$ cat config.mk
export PLATFORM = sky130hd
export DESIGN_NAME = seq_divider
export DESIGN_NICKNAME = d
export VERILOG_FILES = /design/src/rtl/seq_divider.sv
export SDC_FILE = /design/constraint.sdc
export NUM_CORES = 1
export LEC_CHECK = 0
export BUFFER_PORTS_ARGS = -buffer_cell sky130_fd_sc_hd__buf_4
export CORE_MARGIN = 5
export CORE_UTILIZATION = 30
export DETAILED_ROUTE_END_ITERATION = 7
export PLACE_DENSITY = 0.52
export SETUP_SLACK_MARGIN = 0.05
export SYNTH_ARGS = -nofsm -noshare
export SYNTH_HDL_FRONTEND = slang
export SYNTH_SLANG_ARGS = --single-unit
$ cat constraint.sdc
create_clock -name clk_i -period 5 [get_ports clk_i]
set_input_delay 0.5 -clock clk_i [delete_from_list [all_inputs] [get_ports clk_i]]
set_output_delay 0.5 -clock clk_i [all_outputs]
set_load 0.02 [all_outputs]
$ cat src/rtl/seq_divider.sv
// seq_divider: sequential restoring divider, one quotient bit per cycle, with signed/unsigned modes and divide-by-zero flagging.
module seq_divider #(
    parameter int WIDTH = 32
) (
    input  logic             clk_i,
    input  logic             rst_i,
    input  logic             start_i,
    input  logic             signed_i,
    input  logic [WIDTH-1:0] dividend_i,
    input  logic [WIDTH-1:0] divisor_i,
    output logic [WIDTH-1:0] quotient_o,
    output logic [WIDTH-1:0] remainder_o,
    output logic             busy_o,
    output logic             done_o,
    output logic             div_zero_o
);
    localparam int CW = $clog2(WIDTH);

    typedef enum logic [1:0] {IDLE, CALC, DONE} state_t;

    state_t           state, state_nx;
    logic [CW-1:0]    cnt;
    logic [WIDTH-1:0] quo, dsr, rem;
    logic             neg_q, neg_r;
    logic             a_neg, b_neg, fit, last;
    logic [WIDTH-1:0] a_mag, b_mag, quo_nx, rem_nx;
    logic [WIDTH:0]   shifted, diff;

    assign busy_o = state == CALC;
    assign done_o = state == DONE;

    always_comb begin
        a_neg    = signed_i & dividend_i[WIDTH-1];
        b_neg    = signed_i & divisor_i[WIDTH-1];
        a_mag    = a_neg ? -dividend_i : dividend_i;
        b_mag    = b_neg ? -divisor_i : divisor_i;
        shifted  = {rem, quo[WIDTH-1]};
        diff     = shifted - {1'b0, dsr};
        fit      = ~diff[WIDTH];
        rem_nx   = fit ? diff[WIDTH-1:0] : shifted[WIDTH-1:0];
        quo_nx   = {quo[WIDTH-2:0], fit};
        last     = cnt == CW'(WIDTH - 1);
        state_nx = state;
        if (state == IDLE && start_i)
            state_nx = (divisor_i == '0) ? DONE : CALC;
        else if (state == CALC && last)
            state_nx = DONE;
        else if (state == DONE)
            state_nx = IDLE;
    end

    always_ff @(posedge clk_i or negedge rst_i) begin
        if (!rst_i) begin
            state       <= IDLE;
            cnt         <= '0;
            quo         <= '0;
            dsr         <= '0;
            rem         <= '0;
            neg_q       <= 1'b0;
            neg_r       <= 1'b0;
            quotient_o  <= '0;
            remainder_o <= '0;
            div_zero_o  <= 1'b0;
        end else begin
            state <= state_nx;
            if (state == IDLE && start_i) begin
                if (divisor_i == '0) begin
                    quotient_o  <= '1;
                    remainder_o <= dividend_i;
                    div_zero_o  <= 1'b1;
                end else begin
                    quo   <= a_mag;
                    dsr   <= b_mag;
                    rem   <= '0;
                    cnt   <= '0;
                    neg_q <= a_neg ^ b_neg;
                    neg_r <= a_neg;
                end
            end else if (state == CALC) begin
                quo <= quo_nx;
                rem <= rem_nx;
                cnt <= cnt + 1'b1;
                if (last) begin
                    // Sign fix-up is folded into the final iteration so results land on the DONE entry edge.
                    quotient_o  <= neg_q ? -quo_nx : quo_nx;
                    remainder_o <= neg_r ? -rem_nx : rem_nx;
                    div_zero_o  <= 1'b0;
                end
            end
        end
    end
endmodule

==> results.sh <==
export IMPL_path_cells="inv_1, ha_1, fa_1, nand2b_1, a211oi_2, o2111ai_2, o211ai_2, a31o_2, nor2_4, inv_2, nor2_1, a21oi_1, ha_1, nand2_1, or3b_2, mux2i_2, buf_4, nand3_1, nor4bb_1, o221ai_1, nand3_1"
export IMPL_critPathTopFamily="simple AND/OR/NAND/NOR gates"
export IMPL_clk_latency_ns=0.45
export IMPL_rsz0062_at_grt="no"
export IMPL_critPathKind="reg -> reg"
export IMPL_worstPathArrival_ns=5.05
export IMPL_grt_util_met2_pct=28.7
export IMPL_slew_headroom_pct=29.3
export IMPL_yosysMostFrequentCell="nand2_1"
export IMPL_gp_congestion=0.902
export IMPL_yosys_warnings=0
export IMPL_hpwl_um=32000
export IMPL_ys_ff_latch=170
export IMPL_finalClockSkew_ns=0.0131
export IMPL_die_w_um=211
export IMPL_synthMuxAreaShare_pct=2.30
export IMPL_startpoint_type="register"
export IMPL_power_density_nw_per_um2=205
export IMPL_drt_iter0_drc=925
export IMPL_ys_flop_type="dfrtp_1"
export IMPL_fin_crit_sh_pct=93.4
export IMPL_setup_viol=0
export IMPL_synth_top_area_cell="dfrtp_1"
export IMPL_drv_cap=0
export IMPL_synthArstFlopShare_pct=100
export IMPL_drc=0
export IMPL_status="finished clean"
export IMPL_avgRoutedWirePerCell_um=19.1
export IMPL_syn_area_per_cell_um2=7.87
export IMPL_cts_setup_buffers=0
export IMPL_grt_pass1_vias=11102
export IMPL_fin_crit_ns=4.67
export IMPL_die_h_um=211
export IMPL_dieArea_um2=44600
export IMPL_syn_inst=1544
export IMPL_final_nets=1755
export IMPL_start_util_pct=30.4
export IMPL_fin_area_um2=14400
export IMPL_rows=73
export IMPL_cts_buffers=17
export IMPL_ys_top_cells_by_count="189 x nand2_1, 170 x dfrtp_1, 158 x a21oi_1, 146 x o21ai_0, 144 x nor2_1"
export IMPL_grt_antenna_before_repair=0
export IMPL_synth_top_family_by_area="compound AO/OA/AOI/OAI gates"
export IMPL_path_max_fanout=6
export IMPL_drive_gt1_share_pct=14.7
export IMPL_gr_usage_all_layers_pct=18.4
export IMPL_startpoint="quo[31]"
export IMPL_ys_seq_area_share_pct=35.0
export IMPL_grtUsageMet3_pct=3.25
export IMPL_setup_tns_ns=0
export IMPL_place_area_um2=13800
export IMPL_ys_top_cells_by_area="dfrtp_1 35%, a21oi_1 6.5%, o21ai_0 6.0%, nand2_1 5.8%, xor2_1 5.1%"
export IMPL_crit_path_end_kind="register"
export IMPL_core_area_um2=39900
export IMPL_routed_wl_um=41700
export IMPL_grt_met1_usage_pct=26.7
export IMPL_cts_root_buf="clkbuf_16"
export IMPL_synth_fa_ha_area_share_pct=4.08
export IMPL_synth_compound_area_share_pct=23.8
export IMPL_grt_pass1_wl_um=65000
export IMPL_cts_sinks=170
export IMPL_slew_violations=0
export IMPL_r2r_start="quo[31]"
export IMPL_cts_tree="done"
export IMPL_tightest_slew_ns=1.06
export IMPL_ant_nets=0
export IMPL_io_pins=135
export IMPL_num_antenna_cells=0
export IMPL_synth_xor_area_share_pct=8.58
export IMPL_hold_path_class="in -> async"
export IMPL_path_clk_slew_ns=0.07
export IMPL_synth_cell_type_count=77
export IMPL_cpMaxStageDelayCell="or3b_2"
export IMPL_critPathMaxStageDelay_ns=0.47
export IMPL_syn_nets=1651
export IMPL_grt_max_degree=78
export IMPL_synth_top_area_share_pct=35.0
export IMPL_grt_busiest_layer="met2"
export IMPL_synth_edf_count=0
export IMPL_htreeDepth=4
export IMPL_via_per_inst=5.27
export IMPL_worst_ep_required_time_ns=5.39
export IMPL_dr_pass1_iters=5
export IMPL_port_buffers=134
export IMPL_final_hold_viol_count=0
export IMPL_ir_drop_uv=177
export IMPL_vias=11522
export IMPL_leakagePower_nw=6.16
export IMPL_syn_area_um2=12100
export IMPL_ff2ff_setup_slack_ns=0.33
export IMPL_cp_buffers_inverters=3
export IMPL_clock_path_buffers=2
export IMPL_synth_simple_area_share_pct=21.6
export IMPL_fmax_mhz=214
export IMPL_gr_total_overflow=0
export IMPL_area_growth_pct=18.9
metal layers:
layer | share of wire (%) | up-vias
li1 | - | 5714
met1 | 48 | 5445
met2 | 44 | 327
met3 | 5.7 | 36
met4 | 1.7 | 0
met5 | 0 | -
cell usage in the layout, fill, tap and decap left out, drive strengths merged, types with 5 or more instances in the layout:
cell type  synthesis  layout
a21boi             8       8
inv               55      59
o21bai             5       5
clkinv             0       5
nand2            189     189
nor4              22      22
and2              14      14
ha                38      38
a31oi             21      21
o211ai            11      11
nor2             145     145
buf               17     176
o22ai              5       5
o31a               6       6
o21a              10      10
dfrtp            170     170
nor3              41      41
a211oi             6       6
mux2               7       7
a21oi            160     160
mux2i             20      20
nand3             55      55
xnor2             48      48
nor2b              6       6
or3               25      25
nand2b            14      14
clkbuf            74      17
and3              10      10
or4               10      10
xor2              71      71
nand4             14      14
o21ai            176     176
o41ai             10      10
o31ai             23      23
layout make-up:
| type | count | area, um^2 |
|---|---|---|
| Multi-Input combinational cell | 1228 | 7370 |
| Inverter | 55 | 206 |
| Clock inverter | 15 | 193 |
| Clock buffer | 17 | 425 |
| Fill cell | 4224 | 25500 |
| Sequential cell | 170 | 4250 |
| Tap cell | 525 | 657 |
| Timing Repair Buffer | 176 | 1340 |
power by group:
group	switching, mW	internal, mW	leakage (nW)
Sequential	0	1.37	1.77
Combinational	0.103	0.0675	4.09
Clock	0.624	0.798	0.296
Total	0.727	2.24	6.16
registers in the layout, indices dropped and copies added (netlist names):
name	flops
dsr	32
remainder_o	32
neg_q	1
cnt	5
div_zero_o	1
quotient_o	32
rem	32
state	2
neg_r	1
quo	32
metrics by stage:
| step | hold WS (ns) | instances | setup WS (ns) | total power, mW | utilization [%] |
|---|---|---|---|---|---|
| global placement | 0.469 | 2154 | 0.312 | 1.57 | 34.6 |
| floorplan | 0.204 | 1544 | 0.125 | 1.46 | - |
| detailed placement | 0.470 | 2154 | 0.290 | 1.57 | 34.6 |
| global route | 0.154 | 2186 | 0.0703 | 3.08 | 36.2 |
| finish | 0.0926 | 2186 | 0.331 | 2.97 | 36.2 |
| CTS | 0.121 | 2186 | 0.269 | 3.01 | 36.1 |
path summary, 6_finish.rpt:
| path | end | cells after the start |
|---|---|---|
| worst max-delay path | remainder_o[22] | 21 |
| worst min-delay path | remainder_o[10] | 1 |
| worst max register to register | remainder_o[22] | 21 |
| worst min register to register | dsr[29] | 2 |
| max in group asynchronous | dsr[18] | 2 |
| min in group clk_i | remainder_o[12] | 3 |
logic make-up (layout without fill, tap and decap cells):
| logic type | count (synthesis) | in the layout |
|---|---|---|
| AND/OR/NAND/NOR | 560 | 560 |
| AO/OA/AOI/OAI | 483 | 483 |
| flip-flops | 170 | 170 |
| buffers and inverters | 146 | 263 |
| XOR/XNOR | 119 | 119 |
| adder cells (fa/ha/maj) | 39 | 39 |
| multiplexers | 27 | 27 |
worst register-to-register path, cell delays in order, from the launching register on:
cell	delay (ns)
dfrtp_1	0.34
inv_1	0.05
ha_1	0.21
fa_1	0.40
nand2b_1	0.20
a211oi_2	0.33
o2111ai_2	0.20
o211ai_2	0.23
a31o_2	0.28
nor2_4	0.05
inv_2	0.11
nor2_1	0.05
a21oi_1	0.17
ha_1	0.26
nand2_1	0.09
or3b_2	0.47
mux2i_2	0.27
buf_4	0.18
nand3_1	0.14
nor4bb_1	0.31
o221ai_1	0.16
nand3_1	0.11
what timing repair did:
item	in CTS	in global routing
hold buffers	0	0
endpoints found under the setup margin	0	4
resized for setup	0	3
hold endpoints to repair	0	0
(Power assumes the default switching activity.)
